## src/rtl/tl_ul_pkg.sv

```systemverilog
// Shared TileLink-UL definitions for the SRAM adapter: channel opcodes,
// D-response record and the A-channel legality check.
package tl_ul_pkg;

  localparam int TL_SIZE_W   = 2;
  localparam int TL_SOURCE_W = 1;
  localparam int TL_DATA_W   = 32;
  localparam int TL_MASK_W   = TL_DATA_W / 8;

  typedef enum logic [2:0] {
    PUT_FULL    = 3'd0,
    PUT_PARTIAL = 3'd1,
    GET         = 3'd4
  } a_opcode_e;

  typedef enum logic [2:0] {
    ACK      = 3'd0,
    ACK_DATA = 3'd1
  } d_opcode_e;

  typedef struct packed {
    logic [2:0]             opcode;
    logic [TL_SIZE_W-1:0]   size;
    logic [TL_SOURCE_W-1:0] source;
    logic                   denied;
    logic [TL_DATA_W-1:0]   data;
  } d_resp_t;

  // Known opcode, at most one word, naturally aligned, at least one lane.
  function automatic logic a_is_legal(input logic [2:0] opcode,
                                      input logic [TL_SIZE_W-1:0] size,
                                      input logic [1:0] addr_lo,
                                      input logic [TL_MASK_W-1:0] mask);
    logic op_ok;
    logic align_ok;
    op_ok = (opcode == PUT_FULL) || (opcode == PUT_PARTIAL) || (opcode == GET);
    case (size)
      2'd0:    align_ok = 1'b1;
      2'd1:    align_ok = !addr_lo[0];
      2'd2:    align_ok = (addr_lo == 2'b00);
      default: align_ok = 1'b0;
    endcase
    return op_ok && align_ok && (|mask);
  endfunction

endpackage

```

## src/rtl/tl_resp_fifo2.sv

```systemverilog
// Two-entry in-order FIFO of D-channel responses; head is read straight
// from the entry registers.
module tl_resp_fifo2
  import tl_ul_pkg::*;
(
  input  logic    clock,
  input  logic    reset_n,
  input  logic    push,
  input  d_resp_t push_data,
  input  logic    pop,
  output d_resp_t head,
  output logic    empty
);

  d_resp_t    mem_q [2];
  d_resp_t    mem_d [2];
  logic       wr_ptr_q, wr_ptr_d;
  logic       rd_ptr_q, rd_ptr_d;
  logic [1:0] count_q, count_d;

  for (genvar gi = 0; gi < 2; gi++) begin : g_entry
    assign mem_d[gi] = (push && (wr_ptr_q == 1'(gi))) ? push_data : mem_q[gi];

    always_ff @(posedge clock or negedge reset_n) begin
      if (!reset_n) mem_q[gi] <= '0;
      else          mem_q[gi] <= mem_d[gi];
    end
  end

  always_comb begin
    wr_ptr_d = wr_ptr_q ^ push;
    rd_ptr_d = rd_ptr_q ^ pop;
    count_d  = count_q + 2'(push) - 2'(pop);
  end

  always_ff @(posedge clock or negedge reset_n) begin
    if (!reset_n) begin
      wr_ptr_q <= 1'b0;
      rd_ptr_q <= 1'b0;
      count_q  <= 2'd0;
    end else begin
      wr_ptr_q <= wr_ptr_d;
      rd_ptr_q <= rd_ptr_d;
      count_q  <= count_d;
    end
  end

  assign head  = mem_q[rd_ptr_q];
  assign empty = (count_q == 2'd0);

endmodule

```

## src/rtl/tl_ul_sram_adapter.sv

```systemverilog
// TileLink-UL slave terminus: single-beat A requests drive a 1-cycle SRAM,
// acks return through a stage register and a 2-entry response FIFO.
module tl_ul_sram_adapter
  import tl_ul_pkg::*;
#(
  parameter int ADDR_W   = 15,
  parameter int DATA_W   = 32,
  parameter int SIZE_W   = 2,
  parameter int SOURCE_W = 1
) (
  input  logic                clock,
  input  logic                reset_n,
  input  logic                a_valid,
  output logic                a_ready,
  input  logic [2:0]          a_opcode,
  input  logic [2:0]          a_param,
  input  logic [SIZE_W-1:0]   a_size,
  input  logic [SOURCE_W-1:0] a_source,
  input  logic [ADDR_W-1:0]   a_address,
  input  logic [DATA_W/8-1:0] a_mask,
  input  logic [DATA_W-1:0]   a_data,
  output logic                d_valid,
  input  logic                d_ready,
  output logic [2:0]          d_opcode,
  output logic [1:0]          d_param,
  output logic [SIZE_W-1:0]   d_size,
  output logic [SOURCE_W-1:0] d_source,
  output logic                d_denied,
  output logic [DATA_W-1:0]   d_data,
  output logic                sram_req,
  output logic                sram_we,
  output logic [ADDR_W-3:0]   sram_addr,
  output logic [DATA_W/8-1:0] sram_wmask,
  output logic [DATA_W-1:0]   sram_wdata,
  input  logic [DATA_W-1:0]   sram_rdata
);

  logic                a_ready_q, a_ready_d;
  logic [1:0]          credit_q, credit_d;
  logic                st_valid_q, st_valid_d;
  logic                st_is_get_q, st_is_get_d;
  logic [SIZE_W-1:0]   st_size_q, st_size_d;
  logic [SOURCE_W-1:0] st_source_q, st_source_d;
  logic                st_denied_q, st_denied_d;

  logic    accept, legal, deq;
  logic    fifo_push, fifo_pop, fifo_empty;
  d_resp_t stage_resp, fifo_head, d_resp;
  logic    unused_a_param;

  assign unused_a_param = ^a_param;

  always_comb begin
    legal  = a_is_legal(a_opcode, a_size, a_address[1:0], a_mask);
    accept = a_valid && a_ready_q;

    sram_req   = accept && legal;
    sram_we    = (a_opcode != GET);
    sram_wmask = (a_opcode == PUT_FULL) ? '1 : a_mask;
    sram_addr  = a_address[ADDR_W-1:2];
    sram_wdata = a_data;

    // sram_rdata is only valid this one cycle, so it is folded in here.
    stage_resp.opcode = st_is_get_q ? ACK_DATA : ACK;
    stage_resp.size   = st_size_q;
    stage_resp.source = st_source_q;
    stage_resp.denied = st_denied_q;
    stage_resp.data   = (st_is_get_q && !st_denied_q) ? sram_rdata : '0;

    // An empty FIFO lets the stage present directly; if taken, skip the push.
    d_valid   = st_valid_q || !fifo_empty;
    d_resp    = fifo_empty ? stage_resp : fifo_head;
    deq       = d_valid && d_ready;
    fifo_pop  = !fifo_empty && d_ready;
    fifo_push = st_valid_q && !(fifo_empty && d_ready);

    credit_d  = credit_q + 2'(accept) - 2'(deq);
    a_ready_d = (credit_d < 2'd2);

    st_valid_d  = accept;
    st_is_get_d = (a_opcode == GET);
    st_size_d   = a_size;
    st_source_d = a_source;
    st_denied_d = !legal;
  end

  always_ff @(posedge clock or negedge reset_n) begin
    if (!reset_n) begin
      a_ready_q   <= 1'b0;
      credit_q    <= 2'd0;
      st_valid_q  <= 1'b0;
      st_is_get_q <= 1'b0;
      st_size_q   <= '0;
      st_source_q <= '0;
      st_denied_q <= 1'b0;
    end else begin
      a_ready_q   <= a_ready_d;
      credit_q    <= credit_d;
      st_valid_q  <= st_valid_d;
      st_is_get_q <= st_is_get_d;
      st_size_q   <= st_size_d;
      st_source_q <= st_source_d;
      st_denied_q <= st_denied_d;
    end
  end

  tl_resp_fifo2 u_fifo (
    .clock     (clock),
    .reset_n   (reset_n),
    .push      (fifo_push),
    .push_data (stage_resp),
    .pop       (fifo_pop),
    .head      (fifo_head),
    .empty     (fifo_empty)
  );

  assign a_ready  = a_ready_q;
  assign d_opcode = d_resp.opcode;
  assign d_param  = 2'b00;
  assign d_size   = d_resp.size;
  assign d_source = d_resp.source;
  assign d_denied = d_resp.denied;
  assign d_data   = d_resp.data;

endmodule
```

## config.mk

```make
export PLATFORM = sky130hd
export DESIGN_NAME = tl_ul_sram_adapter
export DESIGN_NICKNAME = d
export VERILOG_FILES = /design/src/rtl/tl_ul_pkg.sv /design/src/rtl/tl_resp_fifo2.sv /design/src/rtl/tl_ul_sram_adapter.sv
export SDC_FILE = /design/constraint.sdc
export NUM_CORES = 1
export LEC_CHECK = 0
export BUFFER_PORTS_ARGS = -buffer_cell sky130_fd_sc_hd__buf_2
export CORE_AREA = 8 8 120 122
export DETAILED_ROUTE_END_ITERATION = 10
export DIE_AREA = 0 0 128 130
export GPL_ROUTABILITY_DRIVEN = 0
export GPL_TIMING_DRIVEN = 0
export PLACE_DENSITY = 0.78
export SKIP_CTS_REPAIR_TIMING = 1
export SYNTH_ARGS = -nofsm -noshare
export SYNTH_HDL_FRONTEND = slang
export SYNTH_SLANG_ARGS = --single-unit
```

## constraint.sdc

```tcl
create_clock -name clock -period 2.6 [get_ports clock]
set_clock_uncertainty 0.15 [all_clocks]
set_input_delay 0.26 -clock clock [delete_from_list [all_inputs] [get_ports clock]]
set_output_delay 0.26 -clock clock [all_outputs]
set_load 0.05 [all_outputs]
```

==> reports/summary.txt, run 1 <==
Status: complete, no violations
Internal power: 3.152 mW
Final hold vios: 0
Mapped Cells: 386
Skew-Pair Late Insertion Delay: 0.34 ns
Cell family with the largest share of critical-path delay: buffers and inverters
IO buf count: 137
Synth Area in Compound Gates: 0.01400
Final #Nets: 644
Synth cell types: 28
F_max: 403.0 MHz
Power per cell area: 819.0 mW/mm^2
Total grt overflow: 0
Synth warnings: 0
Mux contribution to synthesized area: 0.3393
Post-synthesis sequential area ratio: 0.4351
Overall power: 5.152 mW
Num CTS Buffers: 9
CP most frequent cell: buf_2
Initial Utilization: 0.4030
Mean Syn Cell Area: 12.96 um^2
Layout cell share with drive strength beyond 1: 0.6654
TritonCTS clock tree: yes
Antenna Cells: 0
Synth Area in XOR/XNOR: 0.01050
Crit. End Element: output pin
Slew Viols, Final: 0
Finished Layout Cells: 719
Vias in the first global route: 3789
#FFs+latches synth: 87
Final Util: 0.5068
Comb pwr share: 0.437
WL per Instance: 16.76 um
Pleak: 3.539 nW
Row count: 41
Slew HR: 0.6497
Reg clk slew, reported paths: 0.06 ns
CTS Buffer Depth: 2
Die X: 128 um
I/O pin count: 190
Switching Fraction: 0.3881
Vias: 3413
Max Cap Viol: 0
RSZ-0062 raised after global routing: no
Switch Pwr: 2.000 mW
H-tree Lvls: 3
Die H: 130 um
Vias per cell: 4.747
Core Region: 0.01241 mm^2
Arr. time, crit path: 2.07 ns
Synth Area in Simple Gates: 0.07752
Clock power frac: 0.244
Minimum clock period: 2.481 ns
Total Routing Usage GR: 0.1449
Worst path bufs/invs: 3
Worst-path cell chain: buf_2 > buf_4 > mux2_2 > mux2_4 > buf_2
Max VDD drop: 0.0007675 V
DRC Markers: 0
Crit-path max cell delay: 0.35 ns
Full die area: 0.01664 mm^2
Starting DRC count in detailed routing: 94
Global-route wire length before repair: 18850 um
Largest family of logic cells by synthesized area: multiplexers
Startpoint types: register
Worst Path Max Fanout: 10
HPWL Detailed: 9110 um
Netlist Area Pre-Place: 0.005004 mm^2
Slowest CP cell: dfrtp_1
Final Setup Violations: 0
Crit path kind: reg2out
Hold Crit Class: in2reg
Largest net degree at the start of global routing: 51
Placed cells: 699
Sequential fraction of design power: 0.319
Period utilization: 0.9543
Fill count: 1153
CTS sink cnt: 87
Worst Tran Pin Value: 0.5207 ns
Initial antenna violation count: 0
Critical Path RT: 2.19 ns
Min Hold Slack: 0.02693 ns
Synth-to-Final Area Change: 25.73%
Drt pass-1 iters: 4
Antenna-violating nets left: 0
Adder-cell area share of the yosys netlist: 0.01500
Total wire length: 12050 um
Root Buffer: clkbuf_16
==> metrics by stage <==
step,worst slack (ns),setup TNS (ns),area (um^2)
CTS,-0.02026,-0.04159,6247
floorplan,0.1932,0,5021
detailed placement,0.1426,0,5952
global placement,0.2241,0,5922
global route,0.006440,0,6291
finish,0.1188,0,6291
==> power groups by stage <==
stage	sequential, mW	combinational (mW)	clock (mW)
final	1.64	2.25	1.26
after global routing	1.66	2.41	1.36
after CTS	1.64	2.29	1.30
after detailed placement	1.67	2.28	0
after global placement	1.65	2.22	0
after floorplan	1.67	1.75	0
==> cells in the final DEF (no fill, tap or decap), drive strengths merged, types with 4 or more instances in the layout <==
cell type      n
buf          204
mux2         138
dfrtp         87
and3b         32
clkbuf        19
inv            7
nor3           6
ha             6
mux2i          5
a21oi          5
xnor2          5
or2            5
conb           4
dlygate4sd3    4
==> flip-flops by register name (all words and copies together), names as in the netlist <==
register and cells:
a_ready 1, credit_q 2, st_denied_q 1, st_is_get_q 1, st_size_q 2, st_source_q 1
st_valid_q 1, u_fifo.count_q 2, u_fifo.mem_q 74, u_fifo.rd_ptr_q 1, u_fifo.wr_ptr_q 1
==> worst paths after layout <==
path | from | end | slack [ns] | cells past startpoint
min in group asynchronous | reset_n | st_source_q | 0.28 | 2
max reg2reg | u_fifo.count_q[0] | u_fifo.mem_q[27] | 0.27 | 7
min | a_valid | st_valid_q | 0.03 | 3
max in group asynchronous | reset_n | u_fifo.mem_q[52] | 1.39 | 3
max | u_fifo.rd_ptr_q | d_data[31] | 0.12 | 5
min reg2reg | credit_q[0] | credit_q[0] | 0.33 | 1
==> area by class of cell <==
class	count	area [um^2]	area share
Tap cell	172	215.2	0.03421
Clock inverter	4	28.78	0.004574
Buffer	73	516.7	0.08214
Multi-Input combinational cell	222	2305	0.3663
Timing Repair Buffer	142	755.7	0.1201
Sequential cell	87	2177	0.3461
Inverter	7	26.28	0.004177
Clock buffer	12	266.5	0.04236
==> routing by layer <==
layer	global-route usage	routed length (um)	vias to the layer above
li1	-	-	1616
met4	0.05035	166	0
met5	0	0	-
met1	0.1579	4862	1688
met3	0.05018	759	14
met2	0.2576	6265	95
==> logic make-up (layout without fill, tap and decap cells) <==
family,after synthesis,count (layout)
adders and majority gates,6,6
buffers and inverters,80,238
other,1,4
AOI/OAI and AO/OA,11,11
and+or+nand+nor,52,52
muxes,143,143
xor gates and xnor gates,6,6
DFF,87,87
==> synthesized netlist by cell type <==
library cell / count / area share
or3_1: 2 / 0.0025
or2_1: 1 / 0.0013
buf_4: 50 / 0.075
a21o_1: 2 / 0.0030
nand2_1: 2 / 0.0015
a21boi_0: 1 / 0.0015
dfrtp_1: 87 / 0.44
buf_6: 5 / 0.011
inv_1: 7 / 0.0053
nor3_1: 6 / 0.0060
xor2_1: 1 / 0.0018
clkbuf_1: 7 / 0.0053
mux2_2: 113 / 0.25
a21oi_1: 5 / 0.0050
and3b_1: 32 / 0.056
or2_2: 4 / 0.0050
a211o_1: 1 / 0.0018
conb_1: 1 / 0.00075
nor2_1: 2 / 0.0015
mux2_4: 25 / 0.075
xnor2_1: 5 / 0.0088
ha_1: 6 / 0.015
nor4_1: 1 / 0.0013
mux2i_1: 5 / 0.010
and2_1: 2 / 0.0025
buf_2: 11 / 0.011
a2111oi_0: 1 / 0.0018
o21ai_0: 1 / 0.0010
==> worst min-delay path: stages <==
cell and delay, ns:
buf_2 0.07, nand2_1 0.09, inv_1 0.06
No activity file was read; power rests on OpenSTA's default activity.
==> run 2: changes to the inputs <==
--- a/config.mk
+++ b/config.mk
@@ -5,7 +5,7 @@
 export SDC_FILE = /design/constraint.sdc
 export NUM_CORES = 1
 export LEC_CHECK = 0
-export BUFFER_PORTS_ARGS = -buffer_cell sky130_fd_sc_hd__buf_2
+export BUFFER_PORTS_ARGS = -buffer_cell sky130_fd_sc_hd__clkbuf_2
 export CORE_AREA = 8 8 120 122
 export DETAILED_ROUTE_END_ITERATION = 10
 export DIE_AREA = 0 0 128 130
==> run 2 against run 1 <==
Flip-flop and latch count stayed put. Routed wire length is 1.2% lower. Combinational power hardly changed. Clock power is 8% lower. Worst setup slack worse by 0.026 ns. Die area stayed put. Global-route usage is 0.26 points higher. Largest cell class unchanged. Fmax is 1.0% lower. Design area is 0.62% lower. Worst hold slack better by 0.0044 ns.
==> reports/summary.txt, run 2 (same netlist as run 1, synthesis figures left out) <==
Placed instance area: 0.005944 mm^2 (was 0.005952 mm^2)
Final Setup Violations: 0 (unchanged)
Minimum clock period: 2.507 ns (was 2.481 ns)
Power per cell area: 807.4 mW/mm^2 (was 819.0 mW/mm^2)
Total grt overflow: 0 (unchanged)
Startpoint types: register (unchanged)
Slew HR: 0.5642 (was 0.6497)
Vias per cell: 4.736 (was 4.747)
Initial Utilization: 0.4030 (unchanged)
Crit-path max cell delay: 0.51 ns (was 0.35 ns)
Worst Setup SP: u_fifo.rd_ptr_q (unchanged)
CTS sink cnt: 87 (unchanged)
H-tree Lvls: 3 (unchanged)
Global-route wire length before repair: 19400 um (was 18850 um)
Worst hold endpoint: st_valid_q (unchanged)
Num CTS Buffers: 9 (unchanged)
Worst Path Max Fanout: 10 (unchanged)
Reg clk slew, reported paths: 0.06 ns (about the same)
Full die area: 0.01664 mm^2 (unchanged)
Antenna-violating nets left: 0 (unchanged)
Final Util: 0.5036 (was 0.5068)
Met3 usage: 0.04366 (was 0.05018)
Die X: 128 um (unchanged)
Drt pass-1 iters: 4 (unchanged)
Slowest CP cell: clkbuf_1 (was dfrtp_1)
Worst hold stages: 3 (unchanged)
Max FFs per register: 74 (unchanged)
Antenna Cells: 0 (unchanged)
Crit path kind: reg2out (unchanged)
I/O pin count: 190 (unchanged)
Total wire length: 11910 um (was 12050 um)
Total Routing Usage GR: 0.1475 (was 0.1449)
Worst Tran Pin Value: 0.6537 ns (was 0.5207 ns)
Layout Cell Area excl Fill: 0.006252 mm^2 (was 0.006291 mm^2)
Reg2Reg Depth: 7 (unchanged)
Slew Viols, Final: 0 (unchanged)
Max VDD drop: 0.0008069 V (was 0.0007675 V)
HP Start: a_valid (unchanged)
GR peak layer: met2 (unchanged)
Worst reg2reg startpoint: u_fifo.count_q[0] (unchanged)
Setup slack, reg-to-reg: 0.29 ns (was 0.27 ns)
Core Region: 0.01241 mm^2 (unchanged)
Layout cell share with drive strength beyond 1: 0.6587 (was 0.6654)
Period utilization: 0.9641 (was 0.9543)
Largest net degree at the start of global routing: 45 (was 51)
F_max: 398.9 MHz (was 403.0 MHz)
CTS Buffer Depth: 2 (unchanged)
WL per Instance: 16.61 um (was 16.76 um)
Critical Path RT: 2.19 ns (about the same)
Leading cell type in the layout, fill and taps excluded: clkbuf_2 (was buf_2)
Fill count: 1133 (was 1153)
Synth-to-Final Area Change: 24.96% (was 25.73%)
HPWL Detailed: 9176 um (was 9110 um)
Vias in the first global route: 3972 (was 3789)
Final #Nets: 644 (unchanged)
DRC Markers: 0 (unchanged)
Initial antenna violation count: 0 (unchanged)
Root Buffer: clkbuf_16 (unchanged)
Arr. time, crit path: 2.10 ns (was 2.07 ns)
Max Cap Viol: 0 (unchanged)
Final hold vios: 0 (unchanged)
RSZ-0062 raised after global routing: no (unchanged)
TritonCTS clock tree: yes (unchanged)
Vias: 3396 (was 3413)
Starting DRC count in detailed routing: 146 (was 94)
Pleak: 3.518 nW (was 3.539 nW)
Status: complete, no violations (unchanged)
Die H: 130 um (unchanged)
Setup TNS Final: 0 ns (unchanged)
Hold Crit Class: in2reg (unchanged)
Skew-Pair Late Insertion Delay: 0.33 ns (was 0.34 ns)
IO buf count: 137 (unchanged)
Worst-path cell chain: clkbuf_1 > mux2_2 > mux2_4 > clkbuf_2 (was buf_2 > buf_4 > mux2_2 > mux2_4 > buf_2)
Row count: 41 (unchanged)
Top reg by flops: u_fifo.mem_q (unchanged)
Crit. End Element: output pin (unchanged)
R2R Path End: u_fifo.mem_q[6] (was u_fifo.mem_q[27])
Commonest cells after routing, fill and taps aside: clkbuf_2 (136), mux2_2 (113), dfrtp_1 (87) (was buf_2 (146), mux2_2 (113), dfrtp_1 (87))
Met1 Usage GRT: 0.1562 (was 0.1579)
Met2 GRT Util: 0.2738 (was 0.2576)
==> run 2: cell count changes in the layout (fill, tap and decap cells not counted), sizes merged <==
cell and change:
clkbuf +138, clkinv -1, clkinvlp -2, buf -137
==> run 2: metal layers <==
| layer | vias to the layer above | wire, um |
|---|---|---|
| met5 | - | 0 |
| met4 | 0 | 165 |
| met3 | 10 | 742 |
| met2 | 100 | 6339 |
| met1 | 1677 | 4659 |
| li1 | 1609 | - |
==> run 2: area by class of cell <==
class                           instances  area (um^2)  share of cell area
Clock inverter                          1        5.005           0.0008005
Tap cell                              172        215.2             0.03442
Inverter                                7        26.28            0.004203
Multi-Input combinational cell        222         2305              0.3686
Buffer                                 73        515.5             0.08245
Clock buffer                           13        260.3             0.04163
Sequential cell                        87         2177              0.3482
Timing Repair Buffer                  142        748.2              0.1197
==> run 2: worst max-delay path by stage <==
stage / end / slack, ns
CTS: d_data[21] / -0.01
floorplan: a_ready / 0.19
global placement: u_fifo.mem_q[41] / 0.23
detailed placement: u_fifo.mem_q[2] / 0.15
global route: d_data[31] / 0.02
finish: d_data[12] / 0.09
==> run 2: critical path, delay by kind of cell (launching register included) <==
family / cells / cell delay [ns]
DFF: 1 / 0.34
buffers and inverters: 2 / 0.75
muxes: 2 / 0.67
==> run 2: per-stage QoR <==
step	setup WS, ns	hold slack (ns)	power (mW)	std cells
2_1_floorplan	0.1932	-0.1856	3.414	389
3_3_place_gp	0.2271	0.2208	3.878	698
3_5_place_dp	0.1549	0.1939	3.935	699
4_1_cts	-0.009722	-0.1742	5.123	713
5_1_grt	0.02479	0.03914	5.336	717
6_report	0.09328	0.03138	5.048	717
==> run 2: where the power goes <==
part	switching [mW]	total, mW	internal [mW]
sequential	0.0923	1.64	1.55
clock	0.474	1.16	0.687
combinational	1.37	2.24	0.869
==> run 3: changes to the inputs <==
--- a/config.mk
+++ b/config.mk
@@ -7,6 +7,7 @@
 export LEC_CHECK = 0
 export BUFFER_PORTS_ARGS = -buffer_cell sky130_fd_sc_hd__clkbuf_2
 export CORE_AREA = 8 8 120 122
+export CTS_BUF_LIST = sky130_fd_sc_hd__clkbuf_2
 export DETAILED_ROUTE_END_ITERATION = 10
 export DIE_AREA = 0 0 128 130
 export GPL_ROUTABILITY_DRIVEN = 0
==> run 3 against run 2 <==
Sequential power barely moved. Largest power group unchanged. Fmax fell by 0.92%. Die area did not move. Routed wire length rose by 8.2%. Power is 4.6% lower.
==> reports/summary.txt, run 3 (same netlist as run 1, synthesis figures left out) <==
Status: complete, no violations (unchanged)
HPWL Detailed: 9176 um (unchanged)
Drt pass-1 iters: 4 (unchanged)
Top reg by flops: u_fifo.mem_q (unchanged)
Final #Nets: 689 (was 644)
Worst Path Max Fanout: 7 (was 10)
Critical Path RT: 2.19 ns (about the same)
F_max: 395.3 MHz (was 398.9 MHz)
Starting DRC count in detailed routing: 183 (was 146)
Startpoint types: register (unchanged)
Power per cell area: 710.4 mW/mm^2 (was 807.4 mW/mm^2)
Synth-to-Final Area Change: 35.53% (was 24.96%)
DRC Markers: 0 (unchanged)
Overall power: 4.817 mW (was 5.048 mW)
I/O pin count: 190 (unchanged)
H-tree Lvls: 3 (unchanged)
Num CTS Buffers: 9 (unchanged)
Skew-Pair Late Insertion Delay: 0.54 ns (was 0.33 ns)
Crit-path max cell delay: 0.42 ns (was 0.51 ns)
Worst-path cell chain: buf_6 > or2_4 > buf_12 > clkbuf_16 > mux2_4 > buf_6 (was clkbuf_1 > mux2_2 > mux2_4 > clkbuf_2)
Commonest cells after routing, fill and taps aside: clkbuf_2 (117), mux2_2 (113), dfrtp_1 (84) (was clkbuf_2 (136), mux2_2 (113), dfrtp_1 (87))
Total Routing Usage GR: 0.1474 (was 0.1475)
Worst Tran Pin Value: 0.6241 ns (was 0.6537 ns)
Total wire length: 12880 um (was 11910 um)
RSZ-0062 raised after global routing: yes (was no)
Largest net degree at the start of global routing: 45 (unchanged)
CTS sink cnt: 87 (unchanged)
Max Cap Viol: 0 (unchanged)
Hold Crit Class: in2async (was in2reg)
WL per Instance: 16.90 um (was 16.61 um)
Minimum clock period: 2.530 ns (was 2.507 ns)
Vias: 3634 (was 3396)
Antenna Cells: 0 (unchanged)
Slew Viols, Final: 0 (unchanged)
Final Setup Violations: 0 (unchanged)
Root Buffer: clkbuf_2 (was clkbuf_16)
Global-route wire length before repair: 19330 um (was 19400 um)
IO buf count: 137 (unchanged)
Setup TNS Final: 0 ns (unchanged)
Crit path kind: reg2out (unchanged)
Initial Utilization: 0.4030 (unchanged)
Row count: 41 (unchanged)
CP most frequent cell: buf_6
Pleak: 3.730 nW (was 3.518 nW)
Reg clk slew, reported paths: 0.21 ns (was 0.06 ns)
Core Region: 0.01241 mm^2 (unchanged)
Slew HR: 0.5839 (was 0.5642)
Crit. End Element: output pin (unchanged)
Layout cell share with drive strength beyond 1: 0.6339 (was 0.6587)
Antenna-violating nets left: 0 (unchanged)
Die H: 130 um (unchanged)
Slowest CP cell: dfrtp_1 (was clkbuf_1)
Max FFs per register: 74 (unchanged)
Total grt overflow: 0 (unchanged)
CTS Buffer Depth: 2 (unchanged)
TritonCTS clock tree: yes (unchanged)
Full die area: 0.01664 mm^2 (unchanged)
Period utilization: 0.9730 (was 0.9641)
Arr. time, crit path: 2.12 ns (was 2.10 ns)
Initial antenna violation count: 0 (unchanged)
Leading cell type in the layout, fill and taps excluded: clkbuf_2 (unchanged)
Final Util: 0.5463 (was 0.5036)
Die X: 128 um (unchanged)
Max VDD drop: 0.0006991 V (was 0.0008069 V)
Vias per cell: 4.769 (was 4.736)
Vias in the first global route: 3961 (was 3972)
Final hold vios: 0 (unchanged)
## run 3: critical path: cells and delay by family (launching register included)
kind          cells  cell delay, ns
flops             1            0.42
buf+inv           4            0.59
simple gates      1            0.25
mux               1            0.30
## run 3: layer usage
metal	routed length, um	global-route usage	up-vias	part of all wire
met3	714	0.05345	13	0.055
met4	163	0.03846	0	0.013
li1	-	-	1697	-
met5	0	0	-	0
met2	6988	0.2741	106	0.54
met1	5012	0.1539	1818	0.39
## run 3: where the power goes
group	leakage [nW]	switching (mW)	internal [mW]	total [mW]
combinational	2.52	1.44	1.18	2.62
sequential	1.16	0.108	1.55	1.66
clock	0.0527	0.421	0.116	0.538
## run 3: cell type report
cell class	count	area [um^2]
multi-input combinational	222	2307
clock buffer	11	55.05
timing repair buffer	188	1399
sequential	87	2181
clock inverter	3	12.51
tap	172	215.2
buffer	72	585.6
inverter	7	26.28
fill	1085	5633
## run 3: per-stage QoR
stage	instance area, um^2	hold slack [ns]	cells	setup slack (ns)
after floorplan	5021	-0.1856	389	0.1932
after global placement	5922	0.2208	698	0.2271
after detailed placement	5944	0.1939	699	0.1549
after CTS	6012	-0.4716	713	-0.3208
after global routing	6782	0.09921	762	-0.04758
final	6782	0.1040	762	0.07011
## run 3: final timing paths
path,start,endpoint,slack [ns],cells past startpoint
max reg2reg,u_fifo.count_q[1],u_fifo.mem_q[5],0.20,7
max,u_fifo.count_q[1],d_data[25],0.07,6
min reg2reg,credit_q[0],credit_q[0],0.37,1
min,reset_n,u_fifo.mem_q[70],0.10,2
min in group clock,a_source,st_source_q,0.21,2
max in group asynchronous,reset_n,st_is_get_q,1.53,3
